==> src/rtl/enigma_pkg.sv <==
// Shared Enigma constants: alphabet size, letter type, rotor-I forward wiring and notch.
// Forward wiring is the one table; the reverse path derives its inverse from it.
package enigma_pkg;

    localparam int LETTERS = 26;

    typedef logic [5:0] letter_t;

    localparam letter_t ROTOR_I_FWD [LETTERS] = '{
        6'd4,  6'd10, 6'd12, 6'd5,  6'd11, 6'd6,  6'd3,  6'd16, 6'd21,
        6'd25, 6'd13, 6'd19, 6'd14, 6'd22, 6'd24, 6'd7,  6'd23, 6'd20,
        6'd18, 6'd15, 6'd0,  6'd8,  6'd1,  6'd17, 6'd2,  6'd9
    };

    localparam int ROTOR_I_NOTCH = 16;

    // Out-of-range indices return 0 so the lookup never reads past the table.
    function automatic letter_t rotor_i_fwd(input letter_t idx);
        letter_t r;
        r = '0;
        for (int k = 0; k < LETTERS; k++) begin
            if (int'(idx) == k) r = ROTOR_I_FWD[k];
        end
        return r;
    endfunction

endpackage

==> src/rtl/rotor0_forward_stage_if.sv <==
// Letter stream into and out of the rotor-0 forward stage.
// master = environment driving letters in and draining results; slave = the stage.
interface rotor0_forward_stage_if;
    import enigma_pkg::*;

    logic    in_valid;
    logic    in_ready;
    letter_t data_in;
    logic    out_valid;
    logic    out_ready;
    letter_t data_out;
    logic    err_out;

    modport master (
        output in_valid, data_in, out_ready,
        input  in_ready, out_valid, data_out, err_out
    );

    modport slave (
        input  in_valid, data_in, out_ready,
        output in_ready, out_valid, data_out, err_out
    );

endinterface

==> src/rtl/rotor0_forward_stage_mod26_add.sv <==
// mod26_add: combinational (a + b) mod 26 for operands in 0..26, no divider.
// Latency 0; no handshake.
module mod26_add
    import enigma_pkg::*;
(
    input  letter_t a,
    input  letter_t b,
    output letter_t y
);

    logic [6:0] sum;
    logic [6:0] sum_wrap;

    always_comb begin
        sum      = {1'b0, a} + {1'b0, b};
        sum_wrap = sum - 7'(LETTERS);
        y        = (sum >= 7'(LETTERS)) ? sum_wrap[5:0] : sum[5:0];
    end

endmodule

==> src/rtl/rotor0_forward_stage.sv <==
// Rotor-0 forward path: steps on accept, encodes through rotor I, carries off NOTCH.
// Latency 1 cycle; single-entry output buffer, in_ready drops while stalled or loading.
// ROTOR0_RING_SETTING_EN adds a ring-setting input subtracted from the wiring index.
module rotor0_forward_stage
    import enigma_pkg::*;
#(
    parameter int NOTCH = ROTOR_I_NOTCH
) (
    input  logic    clk,
    input  logic    rst,
    input  logic    load,
    input  letter_t load_pos,
`ifdef ROTOR0_RING_SETTING_EN
    input  letter_t ring,
`endif
    rotor0_forward_stage_if.slave io,
    output logic    carry_out,
    output letter_t position
);

    typedef enum logic {IDLE, HOLD} state_t;

    state_t  state_q, state_d;
    letter_t position_q, position_d;
    letter_t data_q, data_d;
    logic    err_q, err_d;
    logic    carry_q, carry_d;

    letter_t pos_n;
    letter_t idx_raw;
    letter_t idx;
    logic    accept;
    logic    letter_ok;

    mod26_add u_step (.a(position_q), .b(6'd1),     .y(pos_n));
    mod26_add u_idx  (.a(io.data_in), .b(pos_n),    .y(idx_raw));

`ifdef ROTOR0_RING_SETTING_EN
    letter_t ring_s;
    letter_t ring_neg;
    always_comb begin
        ring_s   = (ring > 6'd25) ? 6'd0 : ring;
        ring_neg = (ring_s == 6'd0) ? 6'd0 : letter_t'(LETTERS) - ring_s;
    end
    mod26_add u_ring (.a(idx_raw), .b(ring_neg), .y(idx));
`else
    assign idx = idx_raw;
`endif

    always_comb begin
        io.in_ready = !load && ((state_q == IDLE) || io.out_ready);
        accept      = io.in_valid && io.in_ready;
        letter_ok   = (io.data_in <= 6'd25);

        state_d    = state_q;
        position_d = position_q;
        data_d     = data_q;
        err_d      = err_q;
        carry_d    = 1'b0;

        if (accept) begin
            state_d = HOLD;
            if (letter_ok) begin
                data_d     = rotor_i_fwd(idx);
                err_d      = 1'b0;
                position_d = pos_n;
                carry_d    = (position_q == letter_t'(NOTCH));
            end else begin
                data_d = '0;
                err_d  = 1'b1;
            end
        end else if ((state_q == HOLD) && io.out_ready) begin
            state_d = IDLE;
        end

        // Load and accept are mutually exclusive since load forces in_ready low.
        if (load) position_d = (load_pos > 6'd25) ? 6'd0 : load_pos;
    end

    always_ff @(posedge clk or posedge rst) begin
        if (rst) begin
            state_q    <= IDLE;
            position_q <= '0;
            data_q     <= '0;
            err_q      <= 1'b0;
            carry_q    <= 1'b0;
        end else begin
            state_q    <= state_d;
            position_q <= position_d;
            data_q     <= data_d;
            err_q      <= err_d;
            carry_q    <= carry_d;
        end
    end

    assign io.out_valid = (state_q == HOLD);
    assign io.data_out  = data_q;
    assign io.err_out   = err_q;
    assign carry_out    = carry_q;
    assign position     = position_q;

endmodule

==> src/flat_wrapper.sv <==
// flat-port wrapper written by rule: the top's interface ports become plain ports
module rotor0_forward_stage_flat import enigma_pkg::*;
#(
    parameter int NOTCH = ROTOR_I_NOTCH
)
  (clk, rst, load, load_pos, carry_out, position, io_in_valid, io_data_in, io_out_ready, io_in_ready, io_out_valid, io_data_out, io_err_out);
  rotor0_forward_stage_if io_i ();
  input  logic clk;
  input  logic rst;
  input  logic load;
  input  letter_t load_pos;
  output logic carry_out;
  output letter_t position;
  input wire logic [$bits(io_i.in_valid)-1:0] io_in_valid;
  input wire logic [$bits(io_i.data_in)-1:0] io_data_in;
  input wire logic [$bits(io_i.out_ready)-1:0] io_out_ready;
  output wire logic [$bits(io_i.in_ready)-1:0] io_in_ready;
  output wire logic [$bits(io_i.out_valid)-1:0] io_out_valid;
  output wire logic [$bits(io_i.data_out)-1:0] io_data_out;
  output wire logic [$bits(io_i.err_out)-1:0] io_err_out;
  assign io_i.in_valid = io_in_valid;
  assign io_i.data_in = io_data_in;
  assign io_i.out_ready = io_out_ready;
  assign io_in_ready = io_i.in_ready;
  assign io_out_valid = io_i.out_valid;
  assign io_data_out = io_i.data_out;
  assign io_err_out = io_i.err_out;
  rotor0_forward_stage #(.NOTCH(NOTCH)) u_core (.clk(clk), .rst(rst), .load(load), .load_pos(load_pos), .io(io_i), .carry_out(carry_out), .position(position));
endmodule
==> config.mk <==
export PLATFORM = sky130hd
export DESIGN_NAME = rotor0_forward_stage_flat
export DESIGN_NICKNAME = d
export VERILOG_FILES = /design/src/rtl/enigma_pkg.sv /design/src/rtl/rotor0_forward_stage_if.sv /design/src/rtl/rotor0_forward_stage_mod26_add.sv /design/src/rtl/rotor0_forward_stage.sv /design/src/flat_wrapper.sv
export SDC_FILE = /design/constraint.sdc
export NUM_CORES = 1
export LEC_CHECK = 0
export ABC_AREA = 0
export CAP_MARGIN = 20
export CORE_ASPECT_RATIO = 1.4
export CORE_MARGIN = 1.5
export CORE_UTILIZATION = 58
export DETAILED_ROUTE_END_ITERATION = 10
export PLACE_DENSITY_LB_ADDON = 0.25
export REMOVE_ABC_BUFFERS = 1
export SLEW_MARGIN = 20
export SYNTH_ARGS = -nofsm -noshare
export SYNTH_HDL_FRONTEND = slang
export SYNTH_HIERARCHICAL = 1
export SYNTH_SLANG_ARGS = --single-unit
==> constraint.sdc <==
create_clock -name clk -period 8.3 [get_ports clk]
set_input_delay 2.49 -clock clk [delete_from_list [all_inputs] [get_ports clk]]
set_output_delay 2.49 -clock clk [all_outputs]
set_load 0.005 [all_outputs]
==> summary.txt, run 1 <==
Cells and area
  – Number of antenna diodes: 0
  – Area occupied by registers: ~350 µm²
  – Cell area after layout: approximately 2200 µm²
  – Area of combinational cells with multiple inputs: ~1400 µm²
  – Commonest cells after routing, fill and taps aside: clkdlybuf4s50_1, inv_1, nand2_1
  – Most common library cell in the layout ignoring fill and taps: clkdlybuf4s50_1
  – Final-stage net count: 289
  – Filler Cells Inserted: between 200 and 300
  – Fraction of final layout cells with drive strength greater than 1: between 10% and 20%
  – Relative area change from synthesis to final layout: 20.42%
  – Final Util: slightly above 70%

Drt
  – DRT iter0 DRCs: 30
  – Mean routed wirelength per cell: around 15 µm
  – Final routed wirelength across all metal layers: between 4 and 5 mm
  – Antenna Nets Post-Route: 0
  – Via density per instance: roughly 6.1
  – # DRC: 0
  – Total via count in the routed design: roughly 1.8k
  – First-pass DRT Iterations: 4

Pwr
  – Part of the total power dissipated in sequential elements: under 10%
  – Combinational group share of total power: 84.4%
  – Power density normalized to cell area: between 400 and 500 nW/µm²
  – Internal cell power: slightly below 0.0005 W
  – Power spent charging and discharging nets: 0.0005370 W
  – Total leakage power: a little over 0.9 nW
  – Switching fraction of total power: 52.73%
  – Worst IR drop on VDD: approximately 0.00065 V
  – Clock Power Share: roughly 6.5%

Clocking
  – Post-CTS sizing: 0
  – Total clock sinks: 14
  – Post-CTS setup buffers: 0
  – Clk root buf: clkbuf_8
  – Buffer levels on the longest clock path: 2
  – Clock insertion delay at the later pin of the skew report: around 250 ps
  – Total of hold buffers inserted after clock tree synthesis: 0
  – CTS tree: built
  – Clk slew on worst S/H paths: approximately 60 ps
  – Depth of the CTS H-tree: 1
  – Number of CTS-inserted buffers: 3

Worst setup path
  – Crit Path Max Fanout: 14
  – Category of the most critical setup path: primary input to register
  – Data arrival, critical path: between 6000 and 7000 ps
  – Req. time, crit path: 8460 ps
  – CP startpoint kind: primary input
  – Destination of the worst register-to-register timing path: u_core/io.data_out[4]
  – Slack of the worst reg-to-reg path: approximately 2000 ps
  – Worst reg2reg path startpoint: u_core/position[0]
  – Nature of the critical path endpoint: register
  – Worst r2r path cells: 20

Floorplan
  – Core footprint: about 3100 µm²
  – I/O pins: 33
  – Floorplan die area: 3555 µm²
  – Die height: around 70 µm
  – Die Width: 50.82 µm
  – Placement Rows: 24
  – Starting density of the core: 60.03%

Placement
  – DP Area: approximately 2200 µm²
  – Global placement routability congestion: approximately 0.85
  – Port buffer count: 31
  – Final HPWL from detailed placement: around 3.6 mm

Logic synthesis
  – XOR/XNOR share of the synthesized area: under 10%
  – Primary flip-flop cell chosen by synthesis mapping: dfrtp_1
  – Cell accounting for the most synthesized area: dfrtp_1
  – Synth warn: 6
  – Netlist cell types: 63
  – Mean instance size in the synthesized netlist: 8.289 µm²
  – Register bit total from synthesis: 14
  – Fraction of synthesized area in multiplexers: between 2 and 3%
  – Main area contributors after synthesis: dfrtp_1, ha_1, a21oi_1, nand3_1, o311ai_0
  – Fraction of the mapped netlist area in compound gates: between 30% and 40%
  – Share of synthesized cell area in and, or, nand and nor gates: 23.05%
  – Top cell type's share of synthesized area: 18.87%
  – Number of enable flip-flop cells after synthesis: 0
  – Share of the yosys chip area belonging to registers: between 10% and 20%
  – Largest family of logic cells by synthesized area: compound AO/OA/AOI/OAI gates
  – Post-synthesis adder-cell area fraction: roughly 12%
  – Syn Std Cell Area: roughly 1900 µm²
  – Share of flip-flops with an asynchronous set or reset: 100.0%
  – Synthesized netlist cell count: 224

Global route
  – Overall overflow remaining after global route: 0
  – Global-route usage over all layers: ~27%
  – Global-route wire length before repair: around 7.5 mm
  – Via count of the first global-routing pass: 1,709
  – Antenna violations before repair: 0
  – Maximum number of pins on one net before global-route repair: 19

Hold path
  – Path category of the worst min-delay check: register to register
  – Start point of the worst min-delay path: u_core/io.data_out[2]
  – Worst hold path depth: 2
  – Hold Path End: u_core/io.data_out[2]

Status
  – Status: finished clean

Timing
  – Max-slew violation total from the final report: 0
  – Share of the cycle needed by the critical path after routing: between 70 and 80%
  – Min Tclk post-route: 6488 ps
  – Slew of the pin with the lowest slew margin: ~1100 ps
  – Top achievable clock speed: approximately 150 MHz
  – Setup TNS: 0 ps
  – Slew Limit Headroom: between 20% and 30%
  – Setup repair after global routing missed its margin: no
  – Final-report setup violation count: 0
  – Hold Violations, Final: 0
  – Fin Clk Skew: approximately 3.2 ps

Run
  – Max-capacitance violation count: 0
-- critical path: stages --
cell,delay (ps)
clkdlybuf4s50_1,420
ha_1,250
fa_1,450
a211oi_4,350
nor2_1,110
a21oi_2,160
o31ai_2,110
or4_4,560
xnor2_1,880
nor2_1,240
a311oi_1,360
nand2_1,110
a32oi_1,170
-- worst max path at each step --
stage,endpoint,from,cells after the start,slack [ps]
2_1_floorplan,u_core/io.data_out[4],io_data_in[0],12,2580
3_3_place_gp,u_core/io.data_out[4],io_data_in[0],13,1720
3_5_place_dp,u_core/io.data_out[4],io_data_in[0],13,1610
4_1_cts,u_core/io.data_out[4],io_data_in[0],13,1860
5_1_grt,u_core/io.data_out[4],io_data_in[0],14,1620
6_report,u_core/io.data_out[4],io_data_in[0],13,1810
-- state kept, by name (all words and copies together), names as in the netlist --
name                 cells
u_core/io.data_out       5
u_core/io.out_valid      1
u_core/position          6
u_core/io.err_out        1
u_core/carry_out         1
-- logic make-up after synthesis --
| kind of cell | Yosys count |
|---|---|
| adders and majority gates | 17 |
| DFF | 14 |
| muxes | 5 |
| AOI/OAI and AO/OA | 77 |
| xor gates and xnor gates | 9 |
| and+or+nand+nor | 73 |
| buffers and inverters | 27 |
| other | 2 |
-- metrics by stage --
step / cells / hold slack (ps) / total power (W) / setup slack, ps
5_1_grt: 294 / 538.1 / 0.001098 / 1621
6_report: 294 / 503.5 / 0.001018 / 1812
2_1_floorplan: 220 / 478.3 / 0.0007573 / 2576
3_3_place_gp: 290 / 474.4 / 0.0009085 / 1719
3_5_place_dp: 290 / 491.1 / 0.0009343 / 1611
4_1_cts: 294 / 503.6 / 0.001005 / 1859
-- layout make-up --
class                   count  area share (%)
multi-input cells         189           62.95
flip-flops and latches     14           15.67
repair buffers             31           13.88
clock buffers               4           2.462
inverters                  17           2.854
well taps                  39           2.182
-- synth_stat cells, drive strengths merged (2+ instances only) --
cell,instances
a211oi,3
a21boi,3
a21o,2
a21oi,16
a31oi,2
a32oi,4
and3,4
buf,10
conb,2
dfrtp,14
fa,2
ha,14
inv,17
mux2i,5
nand2,15
nand2b,3
nand3,15
nand3b,3
nor2,14
nor2b,2
nor3,3
nor4b,2
o211ai,3
o21a,2
o21ai,16
o21bai,2
o22ai,2
o311ai,7
o31ai,8
or2,3
or4,2
xnor2,4
xor2,5
-- per-layer routing --
| layer | routed length [µm] | vias up | GRT usage, % |
|---|---|---|---|
| li1 | - | 889 | - |
| met1 | 1837 | 877 | 30.59 |
| met2 | 2535 | 30 | 51.02 |
| met3 | 137 | 4 | 4.701 |
| met4 | 43 | 0 | 4.805 |
| met5 | 0 | - | 0 |
-- power by group through the flow --
| stage | clock [W] | combinational, W | sequential [W] |
|---|---|---|---|
| final | 0.0000664 | 0.000860 | 0.0000923 |
| after global routing | 0.0000709 | 0.000933 | 0.0000937 |
| after CTS | 0.0000676 | 0.000846 | 0.0000924 |
| after detailed placement | 0 | 0.000841 | 0.0000929 |
| after global placement | 0 | 0.000816 | 0.0000924 |
| after floorplan | 0 | 0.000665 | 0.0000922 |
Power figures use the tool's default switching activity.
==> run 2: changes to the inputs <==
--- a/config.mk
+++ b/config.mk
@@ -9,7 +9,7 @@
 export CAP_MARGIN = 20
 export CORE_ASPECT_RATIO = 1.4
 export CORE_MARGIN = 1.5
-export CORE_UTILIZATION = 58
+export CORE_UTILIZATION = 48
 export DETAILED_ROUTE_END_ITERATION = 10
 export PLACE_DENSITY_LB_ADDON = 0.25
 export REMOVE_ABC_BUFFERS = 1
==> constraint.sdc (replaced) <==
create_clock -name clk -period 5.4 [get_ports clk]
set_input_delay 1.62 -clock clk [delete_from_list [all_inputs] [get_ports clk]]
set_output_delay 1.62 -clock clk [all_outputs]
set_load 0.005 [all_outputs]
==> run 2 against run 1 <==
Register-to-register slack lost 1800 ps. Sequential power grew 53%. Flip-flop and latch count unchanged. Clock power increased by 52%. Critical path depth grew 6. Utilization fell by 5.6 points. First-iteration DRC count is 100% higher. Combinational power up 86%. Clock-buffer cell count unchanged. Global-route usage is 4.9 points lower. Design area up 9.6%. Critical path type is now register to register. Critical endpoint unchanged. Largest power group unchanged. Highest routed layer unchanged.
==> summary.txt, run 2 (synthesis gave the netlist of run 1 again) <==
Timing
  – Min Tclk post-route: 5220 ps
  – Final-report setup violation count: 0 (unchanged)
  – Hold Violations, Final: 0 (unchanged)
  – Setup TNS: 0 ps (unchanged)
  – Top achievable clock speed: roughly 190 MHz
  – Share of the cycle needed by the critical path after routing: between 90 and 100%
  – Max-slew violation total from the final report: 0 (unchanged)
  – Final worst slack: 179.8 ps (-1632 ps)
  – Slew of the pin with the lowest slew margin: 530.8 ps (-579.4 ps)
  – Fin Clk Skew: 5.238 ps (+2.058 ps)
  – Slew Limit Headroom: 64.57% (+39 points)

Pwr
  – Internal cell power: 0.0009542 W (+98%)
  – Worst IR drop on VDD: 0.001010 V (+56%)
  – Power spent charging and discharging nets: 0.0008902 W (+66%)
  – Total leakage power: 1.029 nW (+11%)
  – Overall power after layout: 0.001844 W (+81%)
  – Switching fraction of total power: 48.26% (-4.5 points)
  – Part of the total power dissipated in sequential elements: 7.6% (-1.5 points)
  – Combinational group share of total power: 86.9% (+2.5 points)
  – Clock Power Share: 5.5% (-1.0 points)
  – Power density normalized to cell area: 752.5 nW/µm² (+65%)

Clocking
  – Clk slew on worst S/H paths: 60 ps (about the same)
  – CTS tree: built
  – Clock insertion delay at the later pin of the skew report: 250 ps (about the same)
  – Total of hold buffers inserted after clock tree synthesis: 0 (unchanged)
  – Clk root buf: clkbuf_8
  – Depth of the CTS H-tree: 1 (unchanged)
  – Number of CTS-inserted buffers: 3 (unchanged)
  – Buffer levels on the longest clock path: 2 (unchanged)
  – Total clock sinks: 14 (unchanged)

Cells and area
  – Cell area after layout: 2451 µm² (+9.6%)
  – Relative area change from synthesis to final layout: 32.01%
  – Final-stage net count: 307 (+6.2%)
  – Fraction of final layout cells with drive strength greater than 1: 20.88% (+9.9 points)
  – Most common library cell in the layout ignoring fill and taps: clkdlybuf4s50_1
  – Flip-flop count of the largest register, all copies and words added: 6 (unchanged)
  – Number of antenna diodes: 0 (unchanged)
  – Filler Cells Inserted: 309 (+14%)
  – Commonest cells after routing, fill and taps aside: clkdlybuf4s50_1, buf_4, inv_1

Global route
  – Overall overflow remaining after global route: 0 (unchanged)
  – Antenna violations before repair: 0 (unchanged)
  – Maximum number of pins on one net before global-route repair: 19 (unchanged)
  – Global-route usage over all layers: 21.92% (-4.9 points)
  – Global-route wire length before repair: 7.679 mm (+2.6%)
  – Via count of the first global-routing pass: 1,771 (+3.6%)

Floorplan
  – Die Width: 55.57 µm (+9.3%)
  – Starting density of the core: 50.51% (-9.5 points)
  – Floorplan die area: 4256 µm² (+20%)
  – Core footprint: 3676 µm² (+19%)
  – Die height: 76.59 µm (+9.5%)
  – I/O pins: 33 (unchanged)
  – Placement Rows: 26 (+8.3%)

Worst setup path
  – Top delay family on crit path: compound AO/OA/AOI/OAI gates
  – Crit Path Max Fanout: 8 (-6)
  – Nature of the critical path endpoint: register
  – Worst-path cell with the longest stage delay: or4_4
  – Critical Path Max Stage Delay: 560 ps (-320 ps)
  – CP startpoint kind: register
  – Req. time, crit path: 5560 ps (-2900 ps)
  – Data arrival, critical path: 5380 ps (-1270 ps)
  – Category of the most critical setup path: register to register
  – Critical path, cell by cell: ha_2, fa_2, a211oi_4, nor2_2, a21oi_2, o31ai_4, or4_4, xnor2_4, fa_2, a211oi_4, o21ai_2, o21ai_0, o31ai_2, or4_4, xnor2_1, buf_4, maj3_1, a2bb2oi_1, a32oi_1
  – Critical path buffers and inverters: 1 (unchanged)

Placement
  – DP Area: 2297 µm² (+5.3%)
  – Worst setup slack after placement: 100.3 ps (-1511 ps)
  – Port buffer count: 31 (unchanged)
  – Global placement routability congestion: 0.8955 (+5.3%)
  – Final HPWL from detailed placement: 3.653 mm (+2.3%)

Run
  – Max-capacitance violation count: 0 (unchanged)

Drt
  – Mean routed wirelength per cell: 15.03 µm (-3.0%)
  – Via density per instance: 5.848 (-4.5%)
  – First-pass DRT Iterations: 4 (unchanged)
  – Antenna Nets Post-Route: 0 (unchanged)
  – DRT iter0 DRCs: 60 (+100%)
  – Total via count in the routed design: 1,842 (+2.3%)
  – Final routed wirelength across all metal layers: 4.735 mm (+4.0%)
  – # DRC: 0 (unchanged)

Hold path
  – Path category of the worst min-delay check: register to register

Status
  – Status: finished clean
## run 2: changes by cell type in the layout (fill, tap and decap cells not counted), sizes merged
| cell | previous run | this run |
|---|---|---|
| buf | 0 | 18 |
## run 2: worst register-to-register path, delay by kind of cell, from the launching register on
kind	cells	cell delay [ps]
AO/OA/AOI/OAI	9	1650
adder cells (fa/ha/maj)	4	1370
AND/OR/NAND/NOR	3	1190
flip-flops	1	390
XOR/XNOR	2	350
buffers and inverters	1	180
## run 2: per-layer routing
metal / track usage (%) / share of wire, % / routed length [µm]
met5: 0 / 0 / 0
met4: 8.537 / 2.7 / 129
met3: 2.377 / 2.4 / 113
met2: 38.69 / 53 / 2521
met1: 26.81 / 42 / 1971
## run 2: final timing paths
kind                                         endpoint                   from  cells after the start  slack [ps]
min in group asynchronous          u_core/position[2]                    rst                      2        1720
worst max register to register  u_core/io.data_out[4]     u_core/position[0]                     19         180
max in group asynchronous       u_core/io.data_out[0]                    rst                      2        3330
worst min register to register  u_core/io.data_out[3]  u_core/io.data_out[3]                      2         500
worst max-delay path            u_core/io.data_out[4]     u_core/position[0]                     19         180
worst min-delay path            u_core/io.data_out[3]  u_core/io.data_out[3]                      2         500
## run 2: what timing repair did
action | in CTS | in global routing
endpoints found under the setup margin | 0 | 5
setup buffers | 0 | 3
gates resized for setup | 0 | 16
## run 2: power groups by stage
stage	combinational, W	sequential (W)	clock [W]
after floorplan	0.00102	0.000142	0
after global placement	0.00147	0.000142	0
after detailed placement	0.00148	0.000141	0
after CTS	0.00149	0.000141	0.000103
after global routing	0.00178	0.000143	0.000107
final	0.00160	0.000141	0.000101
## run 2: cell type report
| class | count | area [µm²] | share of cell area, % |
|---|---|---|---|
| well taps | 42 | 52.55 | 2.144 |
| inverters | 17 | 63.81 | 2.603 |
| multi-input cells | 189 | 1484 | 60.54 |
| flip-flops and latches | 14 | 350.3 | 14.29 |
| repair buffers | 49 | 445.4 | 18.17 |
| clock buffers | 4 | 55.05 | 2.246 |
## run 2: stage by stage
| stage | hold slack, ps | instances | utilization (%) |
|---|---|---|---|
| 5_1_grt | 540.2 | 315 | 66.68 |
| 4_1_cts | 497.2 | 312 | 63.99 |
| 3_5_place_dp | 481.3 | 308 | 62.49 |
| 6_report | 498.5 | 315 | 66.68 |
| 2_1_floorplan | 478.3 | 220 | - |
| 3_3_place_gp | 484.9 | 308 | 62.49 |
